## src/rtl/alu_min_pkg.sv

```systemverilog
// Shared constants, state encoding and LFSR helpers for the minimal-ALU BIST controller.
package alu_min_pkg;

  localparam int DATA_W   = 16;
  localparam int OPC_W    = 3;
  localparam int LFSR_W   = 33;
  localparam int LFSR_TAP = 19;
  localparam int CNT_W    = 8;
  localparam int FAIL_W   = OPC_W + 2 * DATA_W + 1;

  localparam logic [LFSR_W-1:0] DEFAULT_SEED = 33'h1_2345_6789;

  typedef enum logic [1:0] {
    IDLE   = 2'd0,
    DRIVE  = 2'd1,
    SAMPLE = 2'd2,
    DONE   = 2'd3
  } state_t;

  // Fibonacci step for x^33 + x^20 + 1
  function automatic logic [LFSR_W-1:0] lfsr_next(input logic [LFSR_W-1:0] s);
    return {s[LFSR_W-2:0], s[LFSR_W-1] ^ s[LFSR_TAP]};
  endfunction

  function automatic logic [LFSR_W-1:0] seed_fix(input logic [LFSR_W-1:0] s);
    return (s == {LFSR_W{1'b0}}) ? {{(LFSR_W-1){1'b0}}, 1'b1} : s;
  endfunction

endpackage

```

## src/rtl/alu_min_bist_if.sv

```systemverilog
// Stimulus/response bundle between the BIST controller and the ALU pair under test.
interface alu_min_bist_if;
  import alu_min_pkg::*;

  logic [DATA_W-1:0] inA;
  logic [DATA_W-1:0] inB;
  logic              inc;
  logic [OPC_W-1:0]  opc;
  logic [DATA_W-1:0] w_a;
  logic              zer_a;
  logic              neg_a;
  logic [DATA_W-1:0] w_b;
  logic              zer_b;
  logic              neg_b;

  modport master (
    output inA, inB, inc, opc,
    input  w_a, zer_a, neg_a, w_b, zer_b, neg_b
  );

  modport slave (
    input  inA, inB, inc, opc,
    output w_a, zer_a, neg_a, w_b, zer_b, neg_b
  );

endinterface

```

## src/rtl/alu_min_lfsr.sv

```systemverilog
// 33-bit pattern LFSR with load/step enables; an all-zero seed is replaced by 1 so it cannot lock up.
module alu_min_lfsr
  import alu_min_pkg::*;
#(
  parameter logic [LFSR_W-1:0] SEED = DEFAULT_SEED
) (
  input  logic              clk,
  input  logic              rst,
  input  logic              load,
  input  logic              step,
  output logic [LFSR_W-1:0] state
);

  localparam logic [LFSR_W-1:0] SEED_EFF = seed_fix(SEED);

  // Load has priority so a restart always begins from the seed
  always_ff @(posedge clk or posedge rst) begin
    if (rst) begin
      state <= SEED_EFF;
    end else if (load) begin
      state <= SEED_EFF;
    end else if (step) begin
      state <= lfsr_next(state);
    end else begin
      state <= state;
    end
  end

endmodule

```

## src/rtl/alu_min_bist.sv

```systemverilog
// BIST controller for the minimal 16-bit ALU pair: LFSR stimulus, opcode sweep, A/B compare.
// Optional first-failure capture is compiled in with `define ALU_MIN_BIST_FAILLOG_EN.
module alu_min_bist
  import alu_min_pkg::*;
#(
  parameter int                VEC_PER_OP = 8,
  parameter logic [LFSR_W-1:0] SEED       = DEFAULT_SEED
) (
  input  logic                  clk,
  input  logic                  rst,
  input  logic                  start,
  alu_min_bist_if.master        alu,
  output logic                  busy,
  output logic                  done,
  output logic                  pass,
  output logic [CNT_W-1:0]      err_cnt,
  output logic [FAIL_W-1:0]     fail_vec
);

  localparam logic [CNT_W-1:0] VEC_LAST = CNT_W'(VEC_PER_OP - 1);
  localparam logic [CNT_W-1:0] CNT_MAX  = {CNT_W{1'b1}};
  localparam logic [CNT_W-1:0] CNT_ZERO = {CNT_W{1'b0}};

  state_t             state;
  state_t             state_nx;
  logic [CNT_W-1:0]   vec_cnt;
  logic [CNT_W-1:0]   err_nx;
  logic [LFSR_W-1:0]  lfsr_q;
  logic               init_run;
  logic               drive_en;
  logic               sample_en;
  logic               run_end;
  logic               last_vec;
  logic               mismatch;

  assign last_vec = (vec_cnt == VEC_LAST);
  assign mismatch = ({alu.w_a, alu.zer_a, alu.neg_a} != {alu.w_b, alu.zer_b, alu.neg_b});

  alu_min_lfsr #(
    .SEED (SEED)
  ) u_lfsr (
    .clk   (clk),
    .rst   (rst),
    .load  (init_run),
    .step  (drive_en),
    .state (lfsr_q)
  );

  // State register
  always_ff @(posedge clk or posedge rst) begin
    if (rst) begin
      state <= IDLE;
    end else begin
      state <= state_nx;
    end
  end

  // Next-state and per-state control strobes
  always_comb begin
    state_nx  = state;
    init_run  = 1'b0;
    drive_en  = 1'b0;
    sample_en = 1'b0;
    run_end   = 1'b0;
    case (state)
      IDLE, DONE: begin
        if (start) begin
          state_nx = DRIVE;
          init_run = 1'b1;
        end else begin
          state_nx = state;
        end
      end
      DRIVE: begin
        drive_en = 1'b1;
        state_nx = SAMPLE;
      end
      SAMPLE: begin
        sample_en = 1'b1;
        if (last_vec && (alu.opc == 3'd7)) begin
          state_nx = DONE;
          run_end  = 1'b1;
        end else begin
          state_nx = DRIVE;
        end
      end
      default: begin
        state_nx = IDLE;
      end
    endcase
  end

  // Saturating mismatch count; pass must see the count including the final sample
  always_comb begin
    err_nx = err_cnt;
    if (init_run) begin
      err_nx = CNT_ZERO;
    end else if (sample_en && mismatch && (err_cnt != CNT_MAX)) begin
      err_nx = err_cnt + 8'd1;
    end else begin
      err_nx = err_cnt;
    end
  end

  // Stimulus registers, vector counter and opcode sweep
  always_ff @(posedge clk or posedge rst) begin
    if (rst) begin
      alu.inA <= 16'h0000;
      alu.inB <= 16'h0000;
      alu.inc <= 1'b0;
      alu.opc <= 3'd0;
      vec_cnt <= CNT_ZERO;
    end else if (init_run) begin
      alu.opc <= 3'd0;
      vec_cnt <= CNT_ZERO;
    end else if (drive_en) begin
      {alu.inA, alu.inB, alu.inc} <= lfsr_q;
    end else if (sample_en) begin
      if (last_vec) begin
        vec_cnt <= CNT_ZERO;
        alu.opc <= alu.opc + 3'd1;
      end else begin
        vec_cnt <= vec_cnt + 8'd1;
      end
    end else begin
      vec_cnt <= vec_cnt;
    end
  end

  // Status outputs, registered from the next state so busy/done are mutually exclusive
  always_ff @(posedge clk or posedge rst) begin
    if (rst) begin
      busy    <= 1'b0;
      done    <= 1'b0;
      pass    <= 1'b0;
      err_cnt <= CNT_ZERO;
    end else begin
      busy    <= (state_nx == DRIVE) || (state_nx == SAMPLE);
      done    <= (state_nx == DONE);
      err_cnt <= err_nx;
      if (init_run) begin
        pass <= 1'b0;
      end else if (run_end) begin
        pass <= (err_nx == CNT_ZERO);
      end else begin
        pass <= pass;
      end
    end
  end

`ifdef ALU_MIN_BIST_FAILLOG_EN
  logic fail_seen;

  // Latch the first mismatching vector of the run
  always_ff @(posedge clk or posedge rst) begin
    if (rst) begin
      fail_seen <= 1'b0;
      fail_vec  <= {FAIL_W{1'b0}};
    end else if (init_run) begin
      fail_seen <= 1'b0;
      fail_vec  <= {FAIL_W{1'b0}};
    end else if (sample_en && mismatch && !fail_seen) begin
      fail_seen <= 1'b1;
      fail_vec  <= {alu.opc, alu.inA, alu.inB, alu.inc};
    end else begin
      fail_seen <= fail_seen;
      fail_vec  <= fail_vec;
    end
  end
`else
  assign fail_vec = {FAIL_W{1'b0}};
`endif

endmodule

```

## src/flat_wrapper.sv

```systemverilog
// flat-port wrapper written by rule: the top's interface ports become plain ports
module alu_min_bist_flat import alu_min_pkg::*;
#(
  parameter int                VEC_PER_OP = 8,
  parameter logic [LFSR_W-1:0] SEED       = DEFAULT_SEED
)
  (clk, rst, start, busy, done, pass, err_cnt, fail_vec, alu_inA, alu_inB, alu_inc, alu_opc, alu_w_a, alu_zer_a, alu_neg_a, alu_w_b, alu_zer_b, alu_neg_b);
  alu_min_bist_if alu_i ();
  input  logic clk;
  input  logic rst;
  input  logic start;
  output logic busy;
  output logic done;
  output logic pass;
  output logic [CNT_W-1:0] err_cnt;
  output logic [FAIL_W-1:0] fail_vec;
  output wire logic [$bits(alu_i.inA)-1:0] alu_inA;
  output wire logic [$bits(alu_i.inB)-1:0] alu_inB;
  output wire logic [$bits(alu_i.inc)-1:0] alu_inc;
  output wire logic [$bits(alu_i.opc)-1:0] alu_opc;
  input wire logic [$bits(alu_i.w_a)-1:0] alu_w_a;
  input wire logic [$bits(alu_i.zer_a)-1:0] alu_zer_a;
  input wire logic [$bits(alu_i.neg_a)-1:0] alu_neg_a;
  input wire logic [$bits(alu_i.w_b)-1:0] alu_w_b;
  input wire logic [$bits(alu_i.zer_b)-1:0] alu_zer_b;
  input wire logic [$bits(alu_i.neg_b)-1:0] alu_neg_b;
  assign alu_inA = alu_i.inA;
  assign alu_inB = alu_i.inB;
  assign alu_inc = alu_i.inc;
  assign alu_opc = alu_i.opc;
  assign alu_i.w_a = alu_w_a;
  assign alu_i.zer_a = alu_zer_a;
  assign alu_i.neg_a = alu_neg_a;
  assign alu_i.w_b = alu_w_b;
  assign alu_i.zer_b = alu_zer_b;
  assign alu_i.neg_b = alu_neg_b;
  alu_min_bist #(.VEC_PER_OP(VEC_PER_OP), .SEED(SEED)) u_core (.clk(clk), .rst(rst), .start(start), .alu(alu_i), .busy(busy), .done(done), .pass(pass), .err_cnt(err_cnt), .fail_vec(fail_vec));
endmodule
```

## config.mk

```make
export PLATFORM = sky130hd
export DESIGN_NAME = alu_min_bist_flat
export DESIGN_NICKNAME = d
export VERILOG_FILES = /design/src/rtl/alu_min_pkg.sv /design/src/rtl/alu_min_bist_if.sv /design/src/rtl/alu_min_lfsr.sv /design/src/rtl/alu_min_bist.sv /design/src/flat_wrapper.sv
export SDC_FILE = /design/constraint.sdc
export NUM_CORES = 1
export LEC_CHECK = 0
export BUFFER_PORTS_ARGS = -buffer_cell sky130_fd_sc_hd__buf_4
export CAP_MARGIN = 0
export CORE_ASPECT_RATIO = 1.1
export CORE_MARGIN = 10
export CORE_UTILIZATION = 25
export CTS_CLUSTER_DIAMETER = 200
export CTS_CLUSTER_SIZE = 8
export DETAILED_ROUTE_END_ITERATION = 8
export HOLD_SLACK_MARGIN = 0.1
export SYNTH_ARGS = -nofsm -noshare
export SYNTH_HDL_FRONTEND = slang
export SYNTH_HIERARCHICAL = 1
export SYNTH_SLANG_ARGS = --single-unit
export TNS_END_PERCENT = 5
```

## constraint.sdc

```tcl
create_clock -name clk -period 2.8 [get_ports clk]
set_input_delay 0.56 -clock clk [delete_from_list [all_inputs] [get_ports clk]]
set_output_delay 0.56 -clock clk [all_outputs]
set_load 0.1 [all_outputs]
```

Yosys cells after proc, flatten, opt, wreduce, memory -nomap -nowiden

Index checks and enable logic that the tools add are counted.

Flip-flop bits (word level): 90
Bits of input ports: 39
Output and inout bits: 83
Logic and storage cells: 64

Add/subtract/negate cells: 3
Eq/ne operators: 11
Mux-type cells: 23
Bitwise gates (word level): 2
Reduce and logical (&&, ||, !) cells: 14

Operator list:

| operator                                               | number |
|---|---|
| 2-to-1 mux 33 bit                                      | 2 |
| 2-to-1 mux 8 bit                                       | 6 |
| inequality test 18 bit                                 | 1 |
| adder 8 x 1 -> 8 bit (second input constant)           | 2 |
| 2-to-1 mux 3 bit                                       | 4 |
| == test 2 bit (second input constant)                  | 4 |
| == test 8 x 3 -> 1 bit (second input constant)         | 1 |
| logical NOT 8 bit                                      | 1 |
| 2-to-1 mux 1 bit                                       | 8 |
| inequality test 8 bit (second input constant)          | 1 |
| nonzero test 2 bit                                     | 4 |
| case mux 2 bit (3 select lines)                        | 1 |
| == test 2 x 1 -> 1 bit (second input constant)         | 2 |
| 2-to-1 mux 2 bit                                       | 2 |
| AND reduction 2 bit                                    | 2 |
| adder 3 x 1 -> 3 bit (second input constant)           | 1 |
| == test 3 bit (second input constant)                  | 1 |
| logical AND 1 bit                                      | 3 |
| AND reduction 3 bit                                    | 1 |
| logical NOT 2 bit                                      | 1 |
| inequality test 2 x 1 -> 1 bit (second input constant) | 1 |
| OR reduction 2 bit                                     | 1 |
| logical OR 1 bit                                       | 1 |
| NOT 1 bit                                              | 1 |
| bitwise XOR 1 bit                                      | 1 |

Depth between registers and ports, before layout

Gate-level depths: netlist (run 1).

Depth after elaboration: 9
Depth in mapped cells: 9
Gate-level depth less buffers: 9

By module

Netlist (run 1), hierarchy kept.

By module, submodules not included:

| module       | times used | cells an instance | area each (µm²) | sequential area each (µm²) |
|---|---|---|---|---|
| alu_min_bist | 1          | 278               | 3,022.9         | 1,426.4 |
| alu_min_lfsr | 1          | 109               | 1,392.6         | 844.6 |

Worst setup path before layout (run 1)

OpenSTA, ideal clock, no wires.

Kind: reg-to-reg
From: register u_core.err_cnt[0]
To: register u_core.pass
Setup time: 74 ps
Data arrival time: 2,668 ps
Data required time: 2,726 ps
Slack: 58 ps
Stages on the path, launching flop included: 10
Buffers on the path: 0
Period minus slack after synthesis: 2,742 ps
Cells stage by stage: dfrtp_1 ha_1 and3_1 nand3_1 nand2_1 a21oi_2 nand4_1 xnor2_1 a2111o_1 o21ai_2

Longest elaborated chain between the ends: 7
Elaborated cells on any way between the ends: 8
Classes of those cells: add/sub (1); eq/ne (1); mux (4); reduce/logical (2)

Ends and longest elaborated chain:

| item                                                         | line                | text |
|---|---|---|
| start: declaration                                           | alu_min_bist.sv:16  | `output logic [CNT_W-1:0] err_cnt,` |
| start signal: assignment                                     | alu_min_bist.sv:140 | `err_cnt <= err_nx;` |
| branches (longest 2 deep; another with adder 8 x 1 -> 8 bit) | -                   |  |
| 2-to-1 mux 8 bit (*)                                         | alu_min_bist.sv:98  | `end else if (sample_en && mismatch && (err_cnt != CNT_MAX)) begin` |
| 2-to-1 mux 8 bit (*)                                         | alu_min_bist.sv:96  | `if (init_run) begin` |
| logical NOT 8 bit (*)                                        | alu_min_bist.sv:144 | `pass <= (err_nx == CNT_ZERO);` |
| 2-to-1 mux 1 bit (*)                                         | alu_min_bist.sv:143 | `end else if (run_end) begin` |
| 2-to-1 mux 1 bit (*)                                         | alu_min_bist.sv:141 | `if (init_run) begin` |
| end signal: assignment                                       | alu_min_bist.sv:144 |  |
| end signal: assignment                                       | alu_min_bist.sv:146 | `pass <= pass;` |
| end: declaration                                             | alu_min_bist.sv:15  | `output logic pass,` |

Every way passes the cells marked *. The select of a mux whose other input is x is not followed.
A chain may end at the register's enable or synchronous reset.

Worst setup path in the final report (run 1)

Ends and elaborated chain as after synthesis.

==> flow_metrics.py, run 1 <==
metrics = {
    "status": {
        "status": "finished, final reports clean",
    },
    "placed_design": {
        "dpl_worst_slack_ns": 0.4826,
        "post-dp-hpwl_mm": 7.527,
        "place_congestion": 0.7833,
        "port_buffers": 85,
    },
    "worst_setup_path": {
        "crit_path_top_delay_cell": "dfrtp_1",
        "worstPathRequired_ns": 3.08,
        "r2r-start": "u_core/err_cnt[0]",
        "worstPathMaxFanout": 7,
        "critPathLaunchType": "register",
        "cp_top_family": "compound AO/OA/AOI/OAI gates",
        "arrival_ns": 2.62,
        "setup.worst_path.class": "reg2reg",
        "critPathBufInv": 0,
        "crit_path_start": "u_core/err_cnt[0]",
        "crit_path_max_incr_delay_ns": 0.46,
        "crit_chain": "ha_1 -> and3_1 -> nand3_1 -> nand2_1 -> a21oi_2 -> nand4_1 -> xnor2_1 -> a2111o_1 -> o21ai_2",
        "crit_path_end_kind": "register",
    },
    "layout": {
        "nFillCells": 1777,
        "drive_above_1_share": 0.3424,
        "final_nets": 520,
        "antenna_cells": 0,
        "area_delta_synth_final_pct": 24.45,
    },
    "clock_network": {
        "cts.reportedPaths.clkPinSlew_ns": 0.07,
        "cts.sinks": 90,
        "cts_buffers": 9,
        "insertion_delay_ns": 0.35,
        "cts_max_level": 3,
        "cts_hold_buf": 0,
        "post_cts_resize_count": 0,
        "cts_setup_buffers": 0,
        "cts_tree": "yes",
        "clockBufferDepth": 2,
        "clockRootBuffer": "clkbuf_16",
    },
    "floorplan": {
        "dieArea_sq_um": 23380,
        "fp.dieH_microns": 159.4,
        "start_util": 0.2567,
        "die_w_microns": 146.7,
        "boundaryPins": 122,
        "rows": 50,
        "fp.coreArea_sq_um": 17200,
    },
    "synth": {
        "synth_area_leader_cell": "dfrtp_1",
        "yosysWarnings": 6,
        "ys_top_cells_by_area": "dfrtp_1 43%, dfstp_2 8.9%, mux2_2 8.4%",
        "syn_avg_cell_area_sq_um": 11.41,
        "synth_edf_count": 0,
        "synth_top_family_by_area": "multiplexers",
        "yosysMostFrequentCell": "dfrtp_1",
        "ys_ff_latch": 90,
        "synth_top_area_share": 0.4250,
        "synth.distinct_cells": 49,
        "muxShareOfSynthArea": 0.1612,
        "synthSimpleGateAreaFrac": 0.1153,
        "synthAdderAreaFrac": 0.01984,
        "synth_cells": 387,
        "synthArstFlopShare": 1.000,
        "ys_seq_area_frac": 0.5143,
        "synthXorXnorAreaFrac": 0.04562,
        "synthTopCellsByCount": "75 x dfrtp_1, 36 x buf_4, 34 x mux2i_1, 33 x mux2_2",
        "ys.flop_type": "dfrtp_1",
        "synth_compound_area_frac": 0.05072,
        "syn-cell-area_sq_um": 4415,
    },
    "flow_run": {
        "drv_cap": 0,
    },
    "timing": {
        "finalSetupViolations": 0,
        "fin_ws_ns": 0.4623,
        "hold_viol": 0,
        "relSlewSlack": 0.6428,
        "fin_hold_ws_ns": 0.2645,
        "drv_slew": 0,
        "fmax_mhz": 427.8,
        "worst_pin_slew_ns": 0.5352,
        "rsz0062_at_grt": "false",
        "setup_tns_ns": 0,
        "fin_skew_ns": 0.007156,
        "finalCriticalPeriod_ns": 2.338,
        "fin_crit_sh": 0.8349,
    },
    "route": {
        "drc": 0,
        "vias": 2990,
        "first_iter_violations": 82,
        "wl_per_cell_microns": 14.18,
        "first_pass_iters": 4,
        "viasPerCell": 4.194,
        "ant_nets": 0,
        "routed_wl_mm": 10.11,
    },
    "grt": {
        "grt_max_degree": 69,
        "first_global_vias": 3349,
        "grtUsageTotal": 0.08897,
        "grt_use_met3": 0.04259,
        "busiest_layer": "met2",
        "antenna_found_initial": 0,
        "grt_pass1_wl_mm": 17.06,
        "grt_overflow": 0,
        "use_met1": 0.09770,
        "grt_use_met2": 0.1423,
    },
    "min_path": {
        "hold_class": "in2async",
    },
}
tightest hold or removal path: stages:
cell    delay, ns
buf_4        0.12
inv_2        0.06
buf_12       0.27
cell families after synthesis:
group                      Yosys count
xor gates and xnor gates            23
and+or+nand+nor                    106
muxes                               67
other                                1
AOI/OAI and AO/OA                   35
adders and majority gates            7
DFF                                 90
buffers and inverters               58
layer usage:
| metal | up-vias | part of all wire |
|---|---|---|
| met4 | 0 | 0.021 |
| met3 | 16 | 0.10 |
| met2 | 107 | 0.48 |
| li1 | 1437 | - |
| met5 | - | 0 |
| met1 | 1430 | 0.40 |
cell usage in the layout (no fill, tap or decap), types with 5 or more instances in the layout:
cell	n
xnor2_1	20
mux2i_1	34
nand3_1	10
nand4_1	7
o21ai_0	13
conb_1	36
dfstp_2	15
buf_4	90
ha_1	6
nand2_1	32
and3_1	9
dfrtp_1	75
inv_1	6
mux2_2	33
a21oi_1	5
clkbuf_16	9
nor2_1	32
worst paths after layout:
kind | endpoint | slack (ns) | depth (start not counted)
setup / recovery | u_core/pass | 0.46 | 9
hold / removal | u_core/alu.inA[6] | 0.26 | 3
setup reg to reg | u_core/pass | 0.46 | 9
hold reg to reg | u_core/vec_cnt[7] | 0.50 | 1
max in group asynchronous | u_core/u_lfsr/state[0] | 2.15 | 3
min in group clk | u_core/state[1] | 0.43 | 2
flip-flops by register name, summed over array words and instances, names as in the netlist, 2 cells and up:
name	cells
u_core/u_lfsr/state	33
u_core/alu.inA	16
u_core/alu.inB	16
u_core/err_cnt	8
u_core/vec_cnt	8
u_core/alu.opc	3
u_core/state	2
through the flow:
| stage | instance area (sq um) | instances | util |
|---|---|---|---|
| 2_1_floorplan | 4547 | 422 | - |
| 3_3_place_gp | 5187 | 697 | 0.3015 |
| 3_5_place_dp | 5187 | 697 | 0.3015 |
| 4_1_cts | 5495 | 713 | 0.3194 |
| 5_1_grt | 5495 | 713 | 0.3194 |
| 6_report | 5495 | 713 | 0.3194 |
cell type report:
cell class | count | area (sq um) | share of cell area
Multi-Input combinational cell | 274 | 1882 | 0.3424
Sequential cell | 90 | 2271 | 0.4133
Inverter | 7 | 26.28 | 0.004781
Clock inverter | 4 | 51.30 | 0.009335
Clock buffer | 12 | 256.5 | 0.04668
Tap cell | 234 | 292.8 | 0.05328
Timing Repair Buffer | 92 | 715.7 | 0.1302
Power of run 1 is left out: the tool's default activity adds up to more than one toggle a clock period on the data nets, which glitch-free logic cannot reach.
==> inputs of run 2 (changes only) <==
==> constraint.sdc (replaced) <==
create_clock -name clk -period 2.24 [get_ports clk]
set_input_delay 0.448 -clock clk [delete_from_list [all_inputs] [get_ports clk]]
set_output_delay 0.448 -clock clk [all_outputs]
set_load 0.1 [all_outputs]
==> run 2 against run 1 <==
Net effect:
- setup slack worse by 0.31 ns
- sequential share of layout area decreased by 0.24 points
- clock-buffer cell count is 1 lower
- critical path depth stayed put
- die area stayed put
- clock skew shrank 0.0013 ns
- non-clock buffer count increased by 2
- final area rose by 0.98%
==> flow_metrics.py, run 2 (synthesized netlist as in run 1, its figures left out) <==
metrics = {
    "grt": {
        "grt_pass1_wl_mm": 17.24,
        "grt_max_degree": 69,
        "grt_overflow": 0,
        "grtUsageTotal": 0.08896,
        "antenna_found_initial": 0,
        "first_global_vias": 3203,
    },
    "worst_setup_path": {
        "arrival_ns": 2.36,
        "crit_path_max_incr_delay_ns": 0.47,
        "worstPathMaxFanout": 7,
        "setup.worst_path.class": "reg2reg",
        "cp_top_family": "compound AO/OA/AOI/OAI gates",
        "crit_path_end_kind": "register",
        "worstPathRequired_ns": 2.51,
        "crit_chain": "ha_4 -> and3_4 -> nand3_2 -> nand2_2 -> a21oi_4 -> mux2i_1 -> o21ai_0 -> a2111o_1 -> o21ai_2",
        "critPathLaunchType": "register",
        "crit_path_top_delay_cell": "dfrtp_2",
        "critPathBufInv": 0,
    },
    "clock_network": {
        "cts_setup_buffers": 0,
        "insertion_delay_ns": 0.34,
        "clockRootBuffer": "clkbuf_16",
        "post_cts_resize_count": 0,
        "cts_max_level": 3,
        "cts_hold_buf": 0,
        "cts.sinks": 90,
        "cts_tree": "yes",
        "cts.reportedPaths.clkPinSlew_ns": 0.07,
        "clockBufferDepth": 2,
        "cts_buffers": 9,
    },
    "flow_run": {
        "drv_cap": 0,
    },
    "layout": {
        "regMostFlops": "u_core/u_lfsr/state",
        "top_regs": "u_core/u_lfsr/state x33, u_core/alu.inA x16, u_core/alu.inB x16",
        "largest_reg_flops": 33,
        "final_nets": 522,
        "final_cell_mix": "92 x buf_4, 68 x dfrtp_1, 36 x conb_1",
        "post-route-util": 0.3225,
        "design_area_sq_um": 5549,
        "drive_above_1_share": 0.3701,
        "antenna_cells": 0,
        "layout_commonest_cell": "buf_4",
        "area_delta_synth_final_pct": 25.67,
    },
    "floorplan": {
        "start_util": 0.2567,
        "fp.coreArea_sq_um": 17200,
        "die_w_microns": 146.7,
        "rows": 50,
        "fp.dieH_microns": 159.4,
        "dieArea_sq_um": 23380,
        "boundaryPins": 122,
    },
    "placed_design": {
        "place_congestion": 0.7572,
        "post-dp-hpwl_mm": 7.588,
        "port_buffers": 85,
        "post_dp_cell_area_sq_um": 5244,
    },
    "route": {
        "first_iter_violations": 125,
        "drc": 0,
        "viasPerCell": 4.248,
        "routed_wl_mm": 10.46,
        "ant_nets": 0,
        "first_pass_iters": 4,
        "wl_per_cell_microns": 14.63,
        "vias": 3037,
    },
    "status": {
        "status": "finished, final reports clean",
    },
    "timing": {
        "setup_tns_ns": 0,
        "drv_slew": 0,
        "hold_viol": 0,
        "finalSetupViolations": 0,
        "finalCriticalPeriod_ns": 2.086,
        "fin_hold_ws_ns": 0.1771,
        "fin_skew_ns": 0.005813,
        "fin_crit_sh": 0.9312,
        "rsz0062_at_grt": "true",
        "fmax_mhz": 479.4,
    },
    "min_path": {
        "hold_class": "in2async",
    },
}
==> run 2: final timing paths <==
path,from,endpoint,slack [ns],cells after the start
worst max-delay path,u_core/err_cnt[0],u_core/pass,0.15,9
worst min-delay path,rst,u_core/alu.inB[3],0.18,3
worst max register to register,u_core/err_cnt[0],u_core/pass,0.15,9
worst min register to register,u_core/alu.inB[12],u_core/alu.inB[12],0.51,1
max in group asynchronous,rst,u_core/u_lfsr/state[14],1.70,3
min in group clk,start,u_core/state[1],0.37,2
==> run 2: layer usage <==
layer,vias to the layer above,routed length (microns),GRT usage
li1,1442,-,-
met1,1468,4399,0.1061
met2,117,4952,0.1425
met3,10,1005,0.04003
met4,0,103,0.02186
met5,-,0,0
==> run 2: cell type report <==
type                    instances  area (sq um)
repair buffers                 94         730.7
clock inverters                 5         62.56
fillers                      1766         11650
multi-input cells             274          1921
flip-flops and latches         90          2280
inverters                       7         30.03
well taps                     234         292.8
clock buffers                  11         232.7
==> run 2: worst min-delay path, stage by stage <==
cell	delay, ns
buf_4	0.11
inv_2	0.06
buf_12	0.29
==> run 2: metrics by stage <==
stage | worst slack, ns | cells
detailed placement | -0.01770 | 699
CTS | 0.1235 | 715
global route | -0.02018 | 715
floorplan | 0.01012 | 422
finish | 0.1541 | 715
global placement | 0.05984 | 699
Power of run 2 is left out for the same reason.
==> inputs of run 3 (changes only) <==
--- a/config.mk
+++ b/config.mk
@@ -14,6 +14,8 @@
 export CTS_CLUSTER_SIZE = 8
 export DETAILED_ROUTE_END_ITERATION = 8
 export HOLD_SLACK_MARGIN = 0.1
+export REMOVE_ABC_BUFFERS = 1
+export SLEW_MARGIN = 40
 export SYNTH_ARGS = -nofsm -noshare
 export SYNTH_HDL_FRONTEND = slang
 export SYNTH_HIERARCHICAL = 1
==> run 3 against run 2 <==
Net effect:
- fmax decreased by 2.7%
- final cell count rose by 0.56%
- final area up 0.11%
- critical path type unchanged
- core utilization barely moved
- global-route usage fell by 0.16 points
- clock skew grew 0.00080 ns
- worst hold slack worse by 0.043 ns
- register-to-register slack got worse by 0.06 ns
- die area unchanged
- sequential share of layout area shrank 0.20 points
==> flow_metrics.py, run 3 (synthesized netlist as in run 1, its figures left out) <==
metrics = {
    "grt": {
        "first_global_vias": 3310,
        "grt_overflow": 0,
        "grt_pass1_wl_mm": 16.95,
        "grtUsageTotal": 0.08735,
        "antenna_found_initial": 0,
        "grt_max_degree": 69,
    },
    "layout": {
        "multi_input_area_sq_um": 1892,
        "largest_reg_flops": 33,
        "top_regs": "u_core/u_lfsr/state x33, u_core/alu.inA x16, u_core/alu.inB x16",
        "drive_above_1_share": 0.3546,
        "fin_cells": 719,
        "nFillCells": 1776,
        "final_nets": 526,
        "regMostFlops": "u_core/u_lfsr/state",
        "regArea_sq_um": 2271,
        "area_delta_synth_final_pct": 25.81,
        "layout_commonest_cell": "buf_4",
        "final_cell_mix": "97 x buf_4, 75 x dfrtp_1, 36 x conb_1",
        "post-route-util": 0.3229,
        "antenna_cells": 0,
    },
    "clock_network": {
        "clockBufferDepth": 2,
        "cts_tree": "yes",
        "clockRootBuffer": "clkbuf_16",
        "cts.reportedPaths.clkPinSlew_ns": 0.07,
        "insertion_delay_ns": 0.34,
        "cts_max_level": 3,
        "cts_setup_buffers": 0,
        "cts.sinks": 90,
        "cts_buffers": 9,
    },
    "floorplan": {
        "rows": 50,
        "boundaryPins": 122,
        "start_util": 0.2567,
        "dieArea_sq_um": 23380,
        "fp.coreArea_sq_um": 17200,
        "fp.dieH_microns": 159.4,
        "die_w_microns": 146.7,
    },
    "placed_design": {
        "port_buffers": 85,
        "post-dp-hpwl_mm": 7.654,
        "place_congestion": 0.7443,
        "dpl_worst_slack_ns": 0.07251,
        "dp.cells": 703,
    },
    "worst_setup_path": {
        "worstPathMaxFanout": 4,
        "crit_path_end_kind": "register",
        "arrival_ns": 2.41,
        "critPathLaunchType": "register",
        "r2r_slack_ns": 0.1,
        "setup.worst_path.class": "reg2reg",
        "worstPathRequired_ns": 2.50,
    },
    "timing": {
        "finalCriticalPeriod_ns": 2.143,
        "relSlewSlack": 0.6138,
        "finalSetupViolations": 0,
        "fin_skew_ns": 0.006610,
        "worst_pin_slew_ns": 0.5787,
        "hold_viol": 0,
        "fmax_mhz": 466.7,
        "drv_slew": 0,
        "fin_ws_ns": 0.09734,
        "fin_crit_sh": 0.9565,
    },
    "status": {
        "status": "finished, final reports clean",
    },
    "min_path": {
        "hold_class": "in2async",
    },
    "route": {
        "drc": 0,
        "first_pass_iters": 4,
        "vias": 3093,
        "routed_wl_mm": 10.40,
        "first_iter_violations": 196,
        "viasPerCell": 4.302,
        "wl_per_cell_microns": 14.46,
        "ant_nets": 0,
    },
    "flow_run": {
        "drv_cap": 0,
    },
}
[run 3: what timing repair did]
item,4_1_cts,5_1_grt
endpoints found under the hold margin,0,0
endpoints found under the setup margin,0,1
hold buffers,0,0
gates resized for setup,0,2
[run 3: cell type report]
| type | instances | area share |
|---|---|---|
| clock buffer | 10 | 0.04122 |
| clock inverter | 6 | 0.01734 |
| inverter | 7 | 0.004730 |
| multi-input combinational | 274 | 0.3405 |
| sequential | 90 | 0.4088 |
| tap | 234 | 0.05270 |
| timing repair buffer | 98 | 0.1347 |
[run 3: worst paths after layout]
| check | start | endpoint | cells past startpoint |
|---|---|---|---|
| worst min register to register | u_core/vec_cnt[7] | u_core/vec_cnt[7] | 1 |
| worst max register to register | u_core/err_cnt[1] | u_core/pass | 9 |
| max in group asynchronous | rst | u_core/err_cnt[4] | 3 |
| worst max-delay path | u_core/err_cnt[1] | u_core/pass | 9 |
| min in group clk | start | u_core/state[1] | 2 |
| worst min-delay path | rst | u_core/alu.inB[12] | 2 |
[run 3: routing by layer]
metal / track usage / up-vias / part of all wire / routed length [microns]
li1: - / 1445 / - / -
met1: 0.1067 / 1504 / 0.43 / 4456
met2: 0.1361 / 134 / 0.47 / 4926
met3: 0.03719 / 10 / 0.088 / 919
met4: 0.02641 / 0 / 0.0092 / 96
met5: 0 / - / 0 / 0
[run 3: worst max-delay path: stages, from the launching register on]
cell and delay [ns]:
dfrtp_1 0.42, ha_1 0.21, and3_1 0.17, nand3_1 0.13, nand2_1 0.08, a21oi_2 0.23
nand4_1 0.15, xnor2_1 0.16, a2111o_1 0.43, o21ai_2 0.11
[run 3: per-stage QoR]
stage	hold slack, ns	cell area (sq um)	setup TNS [ns]
after floorplan	0.4476	4167	-57.58
after global placement	0.4755	5220	0
after detailed placement	0.4992	5220	0
after CTS	0.1426	5545	0
after global routing	0.1749	5555	-0.01277
final	0.1341	5555	0
Power of run 3 is left out for the same reason.
